==> src/rtl/serv_wakeup.sv <==
// WFI sleep controller: gates the core clock enable after a WFI instruction retires
// and restores it a fixed number of cycles after an enabled interrupt becomes pending.
module serv_wakeup #(
  parameter int WAKE_DELAY = 2
) (
  input  logic       i_clk,
  input  logic       i_rst,
  input  logic       i_wfi,
  input  logic       i_cnt_done,
  input  logic       i_timer_irq,
  input  logic       i_external_irq,
  input  logic       i_mtie,
  input  logic       i_meie,
  output logic       o_clk_en,
  output logic       o_sleeping,
  output logic       o_wake,
  output logic [1:0] o_wake_cause
);

  typedef enum logic [1:0] {
    ST_IDLE,
    ST_ARMED,
    ST_SLEEP,
    ST_WAKE
  } state_t;

  localparam logic [3:0] LP_DELAY = 4'(WAKE_DELAY);

  state_t     r_state;
  state_t     w_next;
  logic [3:0] r_cnt;
  logic [3:0] w_cnt_next;
  logic [1:0] w_cause;
  logic       w_irq_en;
  logic       w_wake;
  logic       w_run;
  logic       r_clk_en;
  logic       r_sleeping;
  logic       r_wake;
  logic [1:0] r_wake_cause;

  assign w_cause  = {i_external_irq & i_meie, i_timer_irq & i_mtie};
  assign w_irq_en = |w_cause;

  // NOTE: every signal written here gets a default first, so no path can infer a latch.
  always_comb begin
    w_next     = r_state;
    w_cnt_next = r_cnt;
    unique case (r_state)
      ST_IDLE:  if (i_wfi) w_next = ST_ARMED;
      ST_ARMED: if (i_cnt_done) w_next = w_irq_en ? ST_IDLE : ST_SLEEP;
      ST_SLEEP: begin
        if (w_irq_en) begin
          if (LP_DELAY == 4'd0) begin
            w_next = ST_IDLE;
          end else begin
            w_next     = ST_WAKE;
            w_cnt_next = LP_DELAY;
          end
        end
      end
      ST_WAKE: begin
        w_cnt_next = r_cnt - 4'd1;
        // <= 1 rather than == 1 so a corrupted zero count can never strand the core asleep
        if (r_cnt <= 4'd1) w_next = ST_IDLE;
      end
      default:  w_next = ST_IDLE;
    endcase
  end

  // Outputs are decoded from the next state and registered, so they change only on the edge.
  assign w_run  = (w_next == ST_IDLE) || (w_next == ST_ARMED);
  assign w_wake = (w_next == ST_IDLE) && ((r_state == ST_SLEEP) || (r_state == ST_WAKE));

  // NOTE: state registers use non-blocking assignments so every flop samples pre-edge values.
  always_ff @(posedge i_clk) begin
    if (i_rst) begin
      r_state      <= ST_IDLE;
      r_cnt        <= 4'd0;
      r_clk_en     <= 1'b1;
      r_sleeping   <= 1'b0;
      r_wake       <= 1'b0;
      r_wake_cause <= 2'b00;
    end else begin
      r_state    <= w_next;
      r_cnt      <= w_cnt_next;
      r_clk_en   <= w_run;
      r_sleeping <= ~w_run;
      r_wake     <= w_wake;
      if ((r_state == ST_SLEEP) && w_irq_en) r_wake_cause <= w_cause;
    end
  end

  assign o_clk_en     = r_clk_en;
  assign o_sleeping   = r_sleeping;
  assign o_wake       = r_wake;
  assign o_wake_cause = r_wake_cause;

endmodule
==> config.mk <==
export PLATFORM = sky130hd
export DESIGN_NAME = serv_wakeup
export DESIGN_NICKNAME = d
export VERILOG_FILES = /design/src/rtl/serv_wakeup.sv
export SDC_FILE = /design/constraint.sdc
export NUM_CORES = 1
export LEC_CHECK = 0
export ABC_AREA = 0
export ABC_CLOCK_PERIOD_IN_PS = 1300
export CORE_AREA = 8 8 45 47
export DETAILED_ROUTE_END_ITERATION = 10
export DIE_AREA = 0 0 53 55
export PLACE_DENSITY_LB_ADDON = 0.2
export REMOVE_ABC_BUFFERS = 1
export SLEW_MARGIN = 20
export SYNTH_ARGS = -nofsm -noshare
export SYNTH_HDL_FRONTEND = slang
export SYNTH_SLANG_ARGS = --single-unit
==> constraint.sdc <==
create_clock -name i_clk -period 1.3 [get_ports i_clk]
set_input_delay 0.13 -clock i_clk [delete_from_list [all_inputs] [get_ports i_clk]]
set_output_delay 0.13 -clock i_clk [all_outputs]
set_load 0.01 [all_outputs]
* After elaboration in Yosys (flattened, before gate mapping)
Index checks and enable logic that the tools add are counted.
Word-level totals: register bits after elaboration 11, bits of input ports 8, output and inout bits 5, logic and storage cells 33
Operators by class: add/subtract/negate cells 1, $lt $le $gt $ge 1, equal/unequal tests 5, mux-type cells 8, bitwise operators 3, reduce and logical (&&, ||, !) cells 9
Operators with widths (number):
- two-way mux 2 bit | 5
- one-hot mux 2 bit (4 select lines) | 1
- one-hot mux 4 bit (2 select lines) | 1
- equality test 2 x 1 -> 1 bit, second input constant | 2
- equality test 2 bit, second input constant | 2
- less-or-equal comparator 4 x 1 -> 1 bit, second input constant | 1
- zero test 2 bit | 2
- two-way mux 4 bit | 1
- subtractor 4 x 1 -> 4 bit, second input constant | 1
- AND 1 bit | 2
- logical AND 1 bit | 2
- logical OR 1 bit | 2
- != test 2 bit, second input constant | 1
- AND reduction 2 bit | 1
- nonzero test 2 bit | 1
- OR reduction 2 bit | 1
- inverter 1 bit | 1

* Depth between registers and ports, before layout
Gate-level depths: netlist (run 1).
word-level depth 8, mapped depth 5, depth with buffers taken out 5

* Least setup slack after synthesis (run 1)
OpenSTA, ideal clock, no wires.
path kind register -> register, from register r_cnt[2], to register r_cnt[3], setup time 0.074 ns, arrival time 1.072 ns, required time 1.226 ns, slack 0.154 ns, cell stages (with the launch flop) 4, buffers on the path 0, period minus slack after synthesis 1.146 ns, cells stage by stage dfxtp_1 -> or3_1 -> o31a_1 -> a31oi_1
Between the ends: cells in the longest elaborated chain, start to end 2
Ends and longest elaborated chain:
- from (decl) | line 31 | logic [3:0] r_cnt;
- from (signal assigned) | line 86 | r_cnt <= w_cnt_next;
- subtractor 4 x 1 -> 4 bit | line 63 | w_cnt_next = r_cnt - 4'd1;
- one-hot mux 4 bit (2 select lines) | line 49 | unique case (r_state)
Every way passes these cells. A chain may end at the register's enable or synchronous reset.

* Worst setup path after layout (run 1)
from register r_cnt[0], to register r_sleeping, in the netlist o_sleeping
Between the ends: cells in the longest elaborated chain, start to end 6, elaborated cells on any way between the ends 7, those cells by class 1 x order compare; 1 x eq/ne; 2 x mux; 1 x bitwise; 2 x reduce/logical
Ends and longest elaborated chain:
- less-or-equal comparator 4 x 1 -> 1 bit * | line 65 | if (r_cnt <= 4'd1) w_next = ST_IDLE;
- two-way mux 2 bit * | line 65
- one-hot mux 2 bit (4 select lines) * | line 49
- equality test 2 x 1 -> 1 bit / zero test 2 bit (equally long branches) | line 72 | assign w_run = (w_next == ST_IDLE) || (w_next == ST_ARMED);
- logical OR 1 bit * | line 72
- inverter 1 bit * | line 88 | r_sleeping <= ~w_run;
- to (signal assigned) | line 88
- to (decl) | line 38 | logic r_sleeping;
Mark *: on every way between the ends. The rest lies on a longest branch, timed or not.

==> reports/qor.txt, run 1 <==
status: finished, final reports clean
grt ovf: 0
Synth Area per Inst: 9.01 um2
CTS tree: yes
WS Path Type: register to register
max incr delay on CP: 340 ps
Clock Path Buffers: 2
first-pass GRT wire length: 2210 um
Fin Clk Skew: 6.74 ps
Hold Vio Cnt, Final: 0
Async S/R FF share, synth: 0
Synth-to-Final Area Change: 37.9%
P_leak: 0.000296 uW
met1 Use GR: 0.124
Slew Limit Fails: 0
pin slew with the least headroom to its limit: 347 ps
CP arrival: 1420 ps
# Post-CTS Setup Buffers: 0
global-route met3 utilization: 0.0321
DRC violations left: 0
fillers: 138
crit start category: register
post-detail-place hpwl: 1000 um
vias in the first global route: 507
synthesized flop and latch total: 11
R2R setup slack: 40 ps
# IOs: 13
Initial Util: 0.384
total stage count of the critical path: 5
origin of the worst setup path: r_cnt[0]
Post-synth EDFFs: 0
GRT Overall Usage: 0.100
pwr/cell area: 1020 mW/mm2
die extent in x: 53 um
Final GP Congestion: 0.825
max-cap violation count: 0
H-tree depth: 1
Final Critical Period: 1260 ps
DIE HEIGHT: 55 um
DR vias/cell: 5.35
Syn Std Cell Area: 532 um2
most frequent cells in the layout: clkdlybuf4s50_1, dfxtp_1, nand2_1, a21oi_1, buf_4
Fmax achieved: 792 MHz
final antenna diode count: 0
post-route ant nets: 0
WP buf/inv: 1
Yosys top cell by area: dfxtp_1
Vias: 498
Slew headroom: 0.768
Num CTS Buffers: 3
fraction of layout cells with a size suffix above 1: 0.195
Hold Startpoint: o_wake_cause[0]
pre-CTS setup slack: -48.5 ps
multi-input gate area in the final layout: 292 um2
Non-Filler Instances: 93
Worst setup endpoint: o_sleeping
Worst EP required: 1460 ps
met2 Resource Use GR: 0.158
Clock Latency Late Sink: 270 ps
root buffer cell: clkbuf_4
Worst Reg2Reg Path Length in Cells: 5
R2R Path End: o_sleeping
Max VDD drop: 0.000556 V
Worst Hold Class: register to register
R2R Path Start: r_cnt[0]
Placed Instances: 89
Area contributors post-synth: dfxtp_1, a21oi_1, ha_1
sequential fraction of the synthesis area: 0.414
delay-heaviest family, CP: flip-flops
drt total wl: 1310 um
FP Rows: 14
clock sinks: 11
slowest CP cell: dfxtp_2
IO Port Bufs: 12
First DRT Iteration DRCs: 7
initial antenna violation count: 0
GR peak layer: met2
final core occ: 0.530
Setup WS post-layout: 38.0 ps
top_reg_cell synth: dfxtp_1
CP Cell Sequence: inv_1, ha_2, nor2_2, nand3b_1, a32o_1
TNS Setup: 0 ps
nature of the critical path endpoint: register
fin crit share: 0.971
first-pass iteration count of the detailed router: 4
full die area: 0.00292 mm2
Final Setup Violations: 0
crit path max fanout: 4
Yosys cell types: 30
Final nets: 88
pin count of the biggest net entering global routing: 9
Core Footprint: 0.00138 mm2
Worst-path clk slew: 80 ps
Synth warnings: 0
Synth Instances: 59
wire per inst: 14.0 um
post-synth top area share: 0.414
Register Area: 221 um2
## synthesized netlist by cell type, types with 2 or more instances
library cell and number:
dfxtp_1 11, a21oi_1 5, nand2_1 5, nor2_1 3, nor2b_1 3, a31oi_1 2, a32o_1 2, buf_2 2
ha_1 2, inv_1 2, nand3_1 2, nand4b_1 2
## cell type report
type	count	share of cell area
Clock buffer	4	0.0358
Inverter	3	0.0154
Multi-Input combinational cell	42	0.398
Sequential cell	11	0.302
Tap cell	16	0.0273
Timing Repair Buffer	17	0.222
## power breakdown
group	switching (uW)	internal, uW
registers	16.7	352
logic	62.5	72.0
clock network	123	118
## cell families after synthesis
logic type / count (synthesis) / share of synthesized area
compound gates: 18 / 0.252
buf+inv: 6 / 0.0471
fa+ha+maj: 2 / 0.0471
simple gates: 22 / 0.240
flops: 11 / 0.414
## metrics by stage
step / hold WS [ps] / power [uW] / cell area (um2)
floorplan: 199 / 437 / 518
global placement: 442 / 504 / 696
detailed placement: 450 / 507 / 696
CTS: 460 / 742 / 722
global route: 491 / 791 / 733
finish: 455 / 744 / 733
## repair_timing
item	4_1_cts	5_1_grt
endpoints found under the setup margin	0	6
resized for setup	0	5
hold buffers	0	0
## worst min path at each step
| stage | end | slack [ps] | cells after the start |
|---|---|---|---|
| 2_1_floorplan | o_wake_cause[0] | 200 | 1 |
| 3_3_place_gp | o_wake_cause[0] | 440 | 2 |
| 3_5_place_dp | o_wake_cause[0] | 450 | 2 |
| 4_1_cts | o_wake_cause[0] | 460 | 2 |
| 5_1_grt | o_wake_cause[1] | 490 | 2 |
| 6_report | o_wake_cause[0] | 450 | 2 |
## routing by layer
layer	wire, um	part of all wire
met2	593	0.45
met1	594	0.45
met5	0	0
met3	97	0.074
met4	21	0.016
## flip-flops by register name (all words and copies together), names as in the netlist
| register | flops |
|---|---|
| r_cnt | 4 |
| o_sleeping | 1 |
| r_state | 2 |
| o_wake_cause | 2 |
| o_wake | 1 |
| o_clk_en | 1 |
## tightest hold or removal path: stages (launching register included)
cell     delay (ps)
dfxtp_1         310
nand2_1          50
a21oi_1          50
Power figures use the tool's default switching activity.
==> run 2: changes to the inputs <==
- ABC_AREA: 0 -> default
- DONT_BUFFER_PORTS: default -> 1
==> run 2 against run 1 <==
First-iteration DRC count rose by 29%. Highest routed layer unchanged. Via count fell by 8.0%. Sequential share of layout area rose by 6.7 points. Design area fell by 18%. Critical endpoint is now r_state[1]. Core utilization fell by 9.6 points. Global-route usage fell by 0.48 points. Routed wire length fell by 7.0%. Critical path type unchanged. Hold slack got worse by 450 ps.
==> reports/qor.txt, run 2 (synthesis results as in run 1) <==
status: finished, final reports clean
Clock Latency Late Sink: 270 ps (about the same)
drt total wl: 1220 um (-7.0%)
Fin Clk Skew: 10.3 ps (+3.59 ps)
Initial Util: 0.384 (unchanged)
Num CTS Buffers: 3 (unchanged)
wire per inst: 15.2 um (+8.1%)
root buffer cell: clkbuf_4
max-cap violation count: 0 (unchanged)
final instance area: 601 um2 (-18%)
Final Critical Period: 1220 ps (-40.9 ps)
first-pass iteration count of the detailed router: 4 (unchanged)
total power: 701 uW (-5.9%)
Core Footprint: 0.00138 mm2 (unchanged)
crit path max fanout: 4 (unchanged)
DR vias/cell: 5.73 (+6.9%)
initial antenna violation count: 0 (unchanged)
post-route ant nets: 0 (unchanged)
max reg flops: 4 (unchanged)
fin crit share: 0.939 (-0.0315)
WHS: 7.88 ps (-447 ps)
vias in the first global route: 454 (-10%)
worst hold path cell count: 2 (unchanged)
CTS tree: yes
WS Path Type: register to register
Worst EP required: 1460 ps (about the same)
most frequent cells in the layout: dfxtp_1, nand2_1, a21oi_1
Fmax achieved: 819 MHz (+3.4%)
DRC violations left: 0 (unchanged)
P_leak: 0.000207 uW (-30%)
register bank with the most flops: r_cnt
# Post-CTS Setup Buffers: 0 (unchanged)
Final nets: 75 (-15%)
# IOs: 13 (unchanged)
Hold Vio Cnt, Final: 0 (unchanged)
GRT Overall Usage: 0.0955 (-0.00483)
fraction of layout cells with a size suffix above 1: 0.188 (-0.00731)
CP arrival: 1380 ps (-40 ps)
pin count of the biggest net entering global routing: 9 (unchanged)
grt ovf: 0 (unchanged)
Synth-to-Final Area Change: 12.9%
FP Rows: 14 (unchanged)
Max VDD drop: 0.000592 V (+6.5%)
DIE HEIGHT: 55 um (unchanged)
first-pass GRT wire length: 1990 um (-9.7%)
Vias: 458 (-8.0%)
IO Port Bufs: 0 (-12)
Final Setup Violations: 0 (unchanged)
Slew headroom: 0.751 (-0.0173)
nature of the critical path endpoint: register
pwr/cell area: 1170 mW/mm2 (+15%)
commonest non-fill, non-tap cell in the layout: dfxtp_1
full die area: 0.00292 mm2 (unchanged)
Clock Path Buffers: 2 (unchanged)
H-tree depth: 1 (unchanged)
pin slew with the least headroom to its limit: 373 ps (+26.0 ps)
RSZ-0062 raised after global routing: false
TNS Setup: 0 ps (unchanged)
Worst-path clk slew: 60 ps (-20 ps)
crit start category: register
Final GP Congestion: 0.792 (-4.0%)
clock sinks: 11 (unchanged)
Worst Reg2Reg Path Length in Cells: 5 (unchanged)
Placement Cell Area: 561 um2 (-19%)
Worst Hold Class: input pin to register
die extent in x: 53 um (unchanged)
First DRT Iteration DRCs: 9 (+2)
final antenna diode count: 0 (unchanged)
Slew Limit Fails: 0 (unchanged)
final core occ: 0.434 (-0.0958)
post-detail-place hpwl: 866 um (-14%)
[run 2: what timing repair did]
item	4_1_cts	5_1_grt
resized for setup	0	2
endpoints found under the hold margin	7	0
endpoints found under the setup margin	0	3
hold buffers	1	0
[run 2: power breakdown]
part	leakage, uW	switching, uW	internal, uW
registers	0.0000898	19.8	352
clock network	0.0000150	117	119
logic	0.000102	48.1	44.4
[run 2: path summary, 6_finish.rpt]
| check | start | endpoint | slack (ps) |
|---|---|---|---|
| worst min register to register | r_cnt[1] | r_cnt[1] | 500 |
| worst min-delay path | i_rst | r_cnt[1] | 8 |
| worst max register to register | r_cnt[0] | r_state[1] | 80 |
| worst max-delay path | r_cnt[0] | r_state[1] | 80 |
[run 2: critical path, cell delays in order (launching register included)]
cell and delay, ps:
dfxtp_1 330, inv_1 90, ha_1 200, nor2_2 70
nand3b_1 190, a32o_1 230
[run 2: stage by stage]
| step | std cells | worst slack, ps |
|---|---|---|
| finish | 80 | 79.0 |
| global route | 80 | 9.68 |
| CTS | 80 | 52.7 |
| detailed placement | 75 | 76.6 |
| global placement | 75 | 90.6 |
| floorplan | 56 | 154 |
[run 2: final cells by class]
class                   count  area, um2
multi-input cells          42        289
flip-flops and latches     11        221
inverters                   3       11.3
clock buffers               4       26.3
well taps                  16       20.0
repair buffers              4       32.5
fillers                   145        783
[run 2: metal layers]
| layer | global-route usage | part of all wire | vias to the layer above | wire length [um] |
|---|---|---|---|---|
| met5 | 0 | 0 | - | 0 |
| met4 | 0.0474 | 0.030 | 0 | 36 |
| met3 | 0.0668 | 0.11 | 6 | 130 |
| met2 | 0.150 | 0.44 | 19 | 532 |
| met1 | 0.0938 | 0.42 | 203 | 515 |
| li1 | - | - | 230 | - |
==> run 3: changes to the inputs <==
- SKIP_CTS_REPAIR_TIMING: default -> 1
==> run 3 against run 2 <==
Sequential cell count unchanged. Non-clock buffer count unchanged. Total power decreased by 0.23%. Design area unchanged. Global-route usage decreased by 0.49 points. Fmax decreased by 0.18%. First-iteration DRC count increased by 44%. Core utilization unchanged. Sequential share of layout area unchanged. Critical endpoint unchanged. Largest cell class unchanged.
==> reports/qor.txt, run 3 (synthesis results as in run 1) <==
initial antenna violation count: 0 (unchanged)
Num CTS Buffers: 3 (unchanged)
Final Setup Violations: 0 (unchanged)
drt total wl: 1180 um (-3.1%)
RSZ-0062 raised after global routing: false
post-route ant nets: 0 (unchanged)
pin count of the biggest net entering global routing: 11 (+2)
Worst Hold Class: input pin to register
commonest non-fill, non-tap cell in the layout: dfxtp_1
origin of the worst setup path: r_cnt[0]
slowest CP cell: dfxtp_1
Hold Startpoint: i_rst
crit path max fanout: 4 (unchanged)
DR vias/cell: 5.68 (-0.87%)
Synth-to-Final Area Change: 12.9% (unchanged)
pin slew with the least headroom to its limit: 373 ps (-0.384 ps)
root buffer cell: clkbuf_4
CP Cell Sequence: inv_1, ha_1, nor2_2, nand3b_1, a32o_1
H-tree depth: 1 (unchanged)
fin crit share: 0.941 (+0.00165)
DIE HEIGHT: 55 um (unchanged)
Setup WS post-layout: 76.8 ps (-2.14 ps)
first-pass GRT wire length: 1900 um (-4.9%)
Clock Latency Late Sink: 270 ps (about the same)
max reg flops: 4 (unchanged)
P_leak: 0.000207 uW (about the same)
IO Port Bufs: 0 (unchanged)
post-detail-place hpwl: 866 um (unchanged)
Worst EP required: 1460 ps (about the same)
Final nets: 75 (unchanged)
register bank with the most flops: r_cnt
die extent in x: 53 um (unchanged)
vias in the first global route: 436 (-4.0%)
Slew headroom: 0.751 (about the same)
pre-CTS setup slack: 76.6 ps (unchanged)
Max VDD drop: 0.000591 V (-0.10%)
most frequent cells in the layout: dfxtp_1, nand2_1, a21oi_1
Core Footprint: 0.00138 mm2 (unchanged)
CP arrival: 1380 ps (about the same)
DRC violations left: 0 (unchanged)
max incr delay on CP: 340 ps (about the same)
pwr/cell area: 1160 mW/mm2 (-0.23%)
first-pass iteration count of the detailed router: 4 (unchanged)
# IOs: 13 (unchanged)
R2R Path Start: r_cnt[0]
grt ovf: 0 (unchanged)
Slew Limit Fails: 0 (unchanged)
fraction of layout cells with a size suffix above 1: 0.188 (unchanged)
TNS Setup: 0 ps (unchanged)
First DRT Iteration DRCs: 13 (+4)
Clock Path Buffers: 2 (unchanged)
status: finished, final reports clean
Final GP Congestion: 0.792 (unchanged)
clock sinks: 11 (unchanged)
final antenna diode count: 0 (unchanged)
Vias: 454 (-0.87%)
Hold Vio Cnt, Final: 0 (unchanged)
WS Path Type: register to register
crit start category: register
nature of the critical path endpoint: register
wire per inst: 14.7 um (-3.1%)
Fin Clk Skew: 9.79 ps (-0.545 ps)
Initial Util: 0.384 (unchanged)
CTS tree: yes
Worst-path clk slew: 60 ps (about the same)
full die area: 0.00292 mm2 (unchanged)
GRT Overall Usage: 0.0906 (-0.00494)
Fmax achieved: 818 MHz (-0.18%)
Final Critical Period: 1220 ps (+2.15 ps)
max-cap violation count: 0 (unchanged)
FP Rows: 14 (unchanged)
run 3: cell counts in the layout (fill, tap and decap cells not counted):
Identical to the previous run, type by type.
run 3: metal layers:
| metal | share of wire | up-vias | GRT usage |
|---|---|---|---|
| met2 | 0.44 | 18 | 0.137 |
| met4 | 0.027 | 0 | 0.0474 |
| met5 | 0 | - | 0 |
| met3 | 0.11 | 4 | 0.0668 |
| li1 | - | 229 | - |
| met1 | 0.42 | 203 | 0.0908 |
run 3: cell type report:
cell class / count / area [um2]
fill: 145 / 783
multi-input combinational: 42 / 289
sequential: 11 / 221
timing repair buffer: 4 / 32.5
clock buffer: 4 / 26.3
tap: 16 / 20.0
inverter: 3 / 11.3
run 3: path summary, 6_finish.rpt:
check | end | slack [ps] | cells past startpoint
worst max-delay path | r_state[1] | 80 | 5
worst min-delay path | r_cnt[1] | 8 | 2
worst max register to register | r_state[1] | 80 | 5
worst min register to register | r_cnt[1] | 500 | 2
run 3: critical path, delay by kind of cell (launching register included):
kind / cells / cell delay, ps
buffers and inverters: 1 / 90
AOI/OAI and AO/OA: 1 / 230
DFF: 1 / 340
adders and majority gates: 1 / 200
and+or+nand+nor: 2 / 260
run 3: through the flow:
step	util	hold WS, ps	std cells	total power, uW	cell area, um2
2_1_floorplan	-	199	56	437	518
3_3_place_gp	0.405	202	75	464	561
3_5_place_dp	0.405	204	75	465	561
4_1_cts	0.424	-93.0	79	704	587
5_1_grt	0.434	3.59	80	739	601
6_report	0.434	8.21	80	699	601
run 3: power breakdown:
| group | internal (uW) | switching (uW) | total, uW |
|---|---|---|---|
| clock | 119 | 116 | 235 |
| combinational | 44.6 | 47.8 | 92.3 |
| sequential | 352 | 19.4 | 372 |
